--- src/rtl/sobel_gradient.sv ---
// Sobel gradient stage: 3-stage streaming pipeline producing saturated magnitude,
// quantised direction (only when SOBEL_DIR_EN is defined) and end-of-line/frame flags.
module sobel_gradient #(
   parameter int WIDTH     = 508,
   parameter int HEIGHT    = 508,
   parameter int R_KERNEL  = 1,
   parameter int MAG_SHIFT = 2
) (
   input  logic       clk,
   input  logic       rst,
   input  logic       in_valid,
   input  logic [7:0] p0,
   input  logic [7:0] p1,
   input  logic [7:0] p2,
   input  logic [7:0] p3,
   input  logic [7:0] p5,
   input  logic [7:0] p6,
   input  logic [7:0] p7,
   input  logic [7:0] p8,
   output logic [7:0] mag,
   output logic [1:0] dir,
   output logic       out_valid,
   output logic       eol,
   output logic       frame_done
);
   localparam int OUT_W = WIDTH - 2 * R_KERNEL;
   localparam int OUT_H = HEIGHT - 2 * R_KERNEL;
   localparam int CW    = (OUT_W > 1) ? $clog2(OUT_W) : 1;
   localparam int RW    = (OUT_H > 1) ? $clog2(OUT_H) : 1;
   localparam logic [CW-1:0] COL_MAX = CW'(OUT_W - 1);
   localparam logic [RW-1:0] ROW_MAX = RW'(OUT_H - 1);

   // S1: weighted column and row sums, each at most 4*255 = 1020
   logic [9:0] w_col_l, w_col_r, w_row_t, w_row_b;
   assign w_col_l = {2'b00, p0} + {1'b0, p3, 1'b0} + {2'b00, p6};
   assign w_col_r = {2'b00, p2} + {1'b0, p5, 1'b0} + {2'b00, p8};
   assign w_row_t = {2'b00, p0} + {1'b0, p1, 1'b0} + {2'b00, p2};
   assign w_row_b = {2'b00, p6} + {1'b0, p7, 1'b0} + {2'b00, p8};

   logic       r_v1, r_v2, r_out_valid, r_eol, r_frame_done;
   logic [9:0] r_col_l, r_col_r, r_row_t, r_row_b;
   logic [9:0] r_ax, r_ay;
   logic [7:0] r_mag;
   logic [CW-1:0] r_col;
   logic [RW-1:0] r_row;

   // S2: signed gradients and their magnitudes
   logic signed [10:0] w_gx, w_gy, w_gx_neg, w_gy_neg;
   logic [9:0] w_ax, w_ay;
   assign w_gx     = $signed({1'b0, r_col_r}) - $signed({1'b0, r_col_l});
   assign w_gy     = $signed({1'b0, r_row_b}) - $signed({1'b0, r_row_t});
   assign w_gx_neg = -w_gx;
   assign w_gy_neg = -w_gy;
   assign w_ax     = w_gx[10] ? w_gx_neg[9:0] : w_gx[9:0];
   assign w_ay     = w_gy[10] ? w_gy_neg[9:0] : w_gy[9:0];

   // S3: magnitude with saturation
   logic [10:0] w_sum, w_s;
   logic [7:0]  w_mag;
   assign w_sum = {1'b0, r_ax} + {1'b0, r_ay};
   assign w_s   = w_sum >> MAG_SHIFT;
   assign w_mag = (w_s > 11'd255) ? 8'hFF : w_s[7:0];

   logic w_last_col, w_last_row;
   assign w_last_col = (r_col == COL_MAX);
   assign w_last_row = (r_row == ROW_MAX);

   always_ff @(posedge clk) begin
      if (rst) begin
         r_v1         <= 1'b0;
         r_v2         <= 1'b0;
         r_out_valid  <= 1'b0;
         r_eol        <= 1'b0;
         r_frame_done <= 1'b0;
         r_col_l      <= '0;
         r_col_r      <= '0;
         r_row_t      <= '0;
         r_row_b      <= '0;
         r_ax         <= '0;
         r_ay         <= '0;
         r_mag        <= '0;
         r_col        <= '0;
         r_row        <= '0;
      end else begin
         r_v1 <= in_valid;
         if (in_valid) begin
            r_col_l <= w_col_l;
            r_col_r <= w_col_r;
            r_row_t <= w_row_t;
            r_row_b <= w_row_b;
         end
         r_v2 <= r_v1;
         if (r_v1) begin
            r_ax <= w_ax;
            r_ay <= w_ay;
         end
         r_out_valid  <= r_v2;
         r_eol        <= 1'b0;
         r_frame_done <= 1'b0;
         // counters hold the position of the pixel now entering S3
         if (r_v2) begin
            r_mag        <= w_mag;
            r_eol        <= w_last_col;
            r_frame_done <= w_last_col && w_last_row;
            if (w_last_col) begin
               r_col <= '0;
               r_row <= w_last_row ? '0 : r_row + 1'b1;
            end else begin
               r_col <= r_col + 1'b1;
            end
         end
      end
   end

`ifdef SOBEL_DIR_EN
   logic       r_sgn;
   logic [1:0] r_dir;
   logic [1:0] w_dir;
   logic [19:0] w_ay256, w_ax106, w_ax618;
   assign w_ay256 = {2'b00, r_ay, 8'h00};
   assign w_ax106 = 20'(r_ax) * 20'd106;
   assign w_ax618 = 20'(r_ax) * 20'd618;

   always_comb begin
      w_dir = 2'd0;
      if (w_ay256 <= w_ax106)      w_dir = 2'd0;
      else if (w_ay256 >= w_ax618) w_dir = 2'd2;
      else if (!r_sgn)             w_dir = 2'd1;
      else                         w_dir = 2'd3;
   end

   always_ff @(posedge clk) begin
      if (rst) begin
         r_sgn <= 1'b0;
         r_dir <= 2'd0;
      end else begin
         if (r_v1) r_sgn <= w_gx[10] ^ w_gy[10];
         if (r_v2) r_dir <= w_dir;
      end
   end
   assign dir = r_dir;
`else
   assign dir = 2'd0;
`endif

   assign mag        = r_mag;
   assign out_valid  = r_out_valid;
   assign eol        = r_eol;
   assign frame_done = r_frame_done;
endmodule

--- config.mk ---
export PLATFORM = sky130hd
export DESIGN_NAME = sobel_gradient
export DESIGN_NICKNAME = d
export VERILOG_FILES = /design/src/rtl/sobel_gradient.sv
export SDC_FILE = /design/constraint.sdc
export NUM_CORES = 1
export LEC_CHECK = 0
export CAP_MARGIN = 25
export CORE_ASPECT_RATIO = 1.25
export CORE_UTILIZATION = 43
export DETAILED_ROUTE_END_ITERATION = 8
export PLACE_DENSITY = 0.66
export SETUP_SLACK_MARGIN = 0.1
export SLEW_MARGIN = 10
export SYNTH_ARGS = -nofsm -noshare
export SYNTH_HDL_FRONTEND = slang
export SYNTH_SLANG_ARGS = --single-unit
--- constraint.sdc ---
create_clock -name clk -period 3.19 [get_ports clk]
set_input_delay 0.957 -clock clk [delete_from_list [all_inputs] [get_ports clk]]
set_output_delay 0.957 -clock clk [all_outputs]
set_load 0.005 [all_outputs]
==> summary.md, run 1 <==
| Metric | Value |
|---|---|
| Seq/Total Area, Yosys | 26.9% |
| Rows | 50 |
| Setup crit start | p6[1] |
| Setup TNS | 0 ns |
| Syn_area_per_cell | 8.77 µm² |
| Max VDD drop | between 0.0002 and 0.0003 V |
| Total number of vias | 5804 |
| Clock root cell | clkbuf_16 |
| TritonCTS Buffers | 9 |
| Largest net degree at the start of global routing | ~60 |
| Clock transition at path regs | 0.06 ns |
| First-pass GRT wire length | between 20000 and 30000 µm |
| Antenna-violating nets left | 0 |
| Overall Global Routing Usage | roughly 20% |
| Layout cell share with drive strength beyond 1 | roughly 16% |
| Final instance area | 8640 µm² |
| Worst slew pin tran | 0.924 ns |
| Final WL | around 16000 µm |
| Yosys warning count | 0 |
| Synth async-reset ratio | 0% |
| CTS tree | built |
| RSZ-0062 raised after global routing | yes |
| Fill cells | 1384 |
| Final GP Congestion | 0.860 |
| Worst EP arrival | between 3 and 4 ns |
| Final Hold Viols | 0 |
| Starting Density | 44.5% |
| CTS Buffer Depth | 2 |
| Max-slew violations | 0 |
| Remaining Overflow, GRT | 0 |
| Reg-to-reg critical path startpoint | r_col_l[0] |
| Mapped cell area | around 6800 µm² |
| Max transition margin | around two fifths |
| Die area | 16200 µm² |
| Number of synthesized flops with an enable pin | 0 |
| Final period util | 99.0% |
| CTS sink cnt | 91 |
| CP required | between 3 and 4 ns |
| Static leakage | 3.57 nW |
| Power per cell area | around 570 nW/µm² |
| Area leader, netlist | dfxtp_1 |
| Core ar. | 15200 µm² |
| Die W | 114 µm |
| DRC | 0 |
| Via-per-instance ratio | 5.30 |
| # IOs | 80 |
| Status | complete, no violations |
| Post-Syn Instances | 771 |
| Iter 0 DRT Violations | 257 |
| Crit start category | input pin |
| Top post-synthesis cells by area | dfxtp_1 27%, ha_1 13%, fa_1 10% |
| 1st-pass router iterations | 4 |
| Clock share of power | roughly a quarter |
| H-tree depth | 3 |
| Nets | 1055 |
| Vias in the first global route | about 5800 |
| Max Clock Skew | 0.00751 ns |
| Critical Setup Path Class | input pin to register |
| Pwr Total | around 4.9 mW |
| Area fraction of the dominant cell type after synthesis | a little over a quarter |
| F_max | 317 MHz |
| Hold Path Class | register to register |
| Crit path max fanout | 2 |
| Internal | 3.12 mW |
| Final setup violation count | 0 |
| Mean routed wirelength per cell | 14.7 µm |
| Final hold slack | 0.465 ns |
| Distinct cells, synth | 67 |
| Synth-to-layout area growth | 27.8% |
| Area after DPL | about 8000 µm² |
| Worst skew pair latency | 0.34 ns |
| Post-synth top flop | dfxtp_1 |
| Worst hold start | r_col_r[7] |
| Comb pwr share | 49.5% |
| Flop pwr share | 26.8% |
| Die height | 142 µm |
| Sw frac | 36.8% |
| Post-synthesis register bit count | 91 |
| IO Port Bufs | 77 |
| Critical path endpoint category | register |
| Post-detail-place hpwl | roughly 12000 µm |
| Fin crit period | 3.16 ns |
| Initial antenna violation count | 0 |
| Max-cap check violation count | 0 |
| Antenna cells | 0 |
| P_sw | 1.82 mW |
cells in the mapped netlist, drive strengths merged, types with 8 or more instances:
library cell / instances
nor2: 88
nor3: 16
nor2b: 19
mux2i: 15
xnor2: 32
dfxtp: 91
a21oi: 44
o21ai: 33
nand2: 42
fa: 34
or3: 8
inv: 59
a21o: 13
ha: 71
o21a: 11
clkbuf: 20
buf: 10
nand3: 13
a211oi: 35
xor2: 20
cells in the final DEF, fill, tap and decap left out, types with 5 or more instances in the layout:
cell / n
clkdlybuf4s50_1: 51
inv_2: 7
nor3_1: 14
nand3b_1: 6
ha_4: 8
a31oi_1: 6
clkbuf_16: 9
a21o_1: 13
nand4_1: 7
ha_1: 60
o21ai_0: 16
dfxtp_1: 91
a21oi_2: 7
xor2_1: 20
o21ai_1: 10
mux2i_1: 15
dlymetal6s2s_1: 5
or3_1: 8
fa_2: 5
a21oi_1: 36
o21ai_2: 6
inv_1: 52
nor2_1: 87
nand2_1: 41
fa_1: 29
dlygate4sd2_1: 8
a211oi_1: 33
nor2b_1: 16
nand3_1: 13
buf_4: 51
o21a_1: 11
xnor2_1: 31
cell families after synthesis:
family                     count (synthesis)  share of synthesized area [%]
AOI/OAI and AO/OA                        193                           19.7
xor gates and xnor gates                  52                           6.73
adders and majority gates                105                           23.2
buffers and inverters                     90                           5.23
DFF                                       91                           26.9
muxes                                     15                           2.22
other                                      1                         0.0554
and+or+nand+nor                          224                           15.9
state kept, by name (all words and copies together) (netlist names):
| register | count |
|---|---|
| eol | 1 |
| frame_done | 1 |
| mag | 8 |
| out_valid | 1 |
| r_ax | 10 |
| r_ay | 10 |
| r_col | 9 |
| r_col_l | 10 |
| r_col_r | 10 |
| r_row | 9 |
| r_row_b | 10 |
| r_row_t | 10 |
| r_v1 | 1 |
| r_v2 | 1 |
repair_timing:
action	in CTS	in global routing
gates cloned	0	0
pin swaps	46	53
gates resized for setup	74	44
hold buffers	0	0
buffers inserted	8	10
endpoints found under the hold margin	0	0
endpoints found under the setup margin	18	17
area by class of cell:
class	count	area [µm²]	share of cell area, %
repair buffers	130	1160	13.5
multi-input cells	591	4850	56.1
well taps	208	260	3.01
inverters	60	225	2.61
clock buffers	10	229	2.65
clock inverters	6	96.3	1.11
flip-flops and latches	91	1820	21.1
layer usage:
layer / track usage (%) / vias up / wire [µm] / part of all wire (%)
met2: 38.0 / 124 / 8340 / 52
met4: 7.59 / 0 / 405 / 2.5
met1: 23.4 / 2703 / 6940 / 43
li1: - / 2942 / - / -
met5: 0 / - / 0 / 0
met3: 3.15 / 35 / 475 / 2.9
worst max-delay path: stages:
cell and delay [ns]:
buf_6 0.10, buf_6 0.10, fa_1 0.53, ha_4 0.17
inv_2 0.04, fa_2 0.38, nor2b_1 0.12, o21ai_1 0.11
a21boi_1 0.22, o21a_1 0.21, o21ai_2 0.07, a21bo_2 0.21
a221oi_2 0.20
power groups by stage:
stage / registers [mW] / logic [mW] / clock network (mW)
after floorplan: 1.32 / 1.63 / 0
after global placement: 1.35 / 2.19 / 0
after detailed placement: 1.35 / 2.24 / 0
after CTS: 1.33 / 2.33 / 1.19
after global routing: 1.34 / 2.69 / 1.23
final: 1.32 / 2.44 / 1.17
through the flow:
step | setup WS, ns | utilization, % | std cells
after floorplan | 0.0695 | - | 772
after global placement | -0.583 | 52.4 | 1062
after detailed placement | -0.645 | 52.4 | 1062
after CTS | 0.0808 | 55.4 | 1086
after global routing | -0.0551 | 56.8 | 1096
final | 0.0334 | 56.8 | 1096
worst paths after layout:
path	depth (start not counted)	endpoint	slack (ns)
setup / recovery	13	r_col_l[9]	0.03
hold / removal	2	r_col_r[7]	0.46
setup reg to reg	10	r_ax[9]	0.27
hold reg to reg	2	r_col_r[7]	0.46
Note: power is estimated with default switching activity, not from simulation.
==> inputs of run 2 (changes only) <==
--- a/config.mk
+++ b/config.mk
@@ -11,6 +11,7 @@
 export DETAILED_ROUTE_END_ITERATION = 8
 export PLACE_DENSITY = 0.66
 export SETUP_SLACK_MARGIN = 0.1
+export SKIP_LAST_GASP = 1
 export SLEW_MARGIN = 10
 export SYNTH_ARGS = -nofsm -noshare
 export SYNTH_HDL_FRONTEND = slang
==> results of run 2 <==
The final DEF is identical to that of run 1; final timing and power are the same.
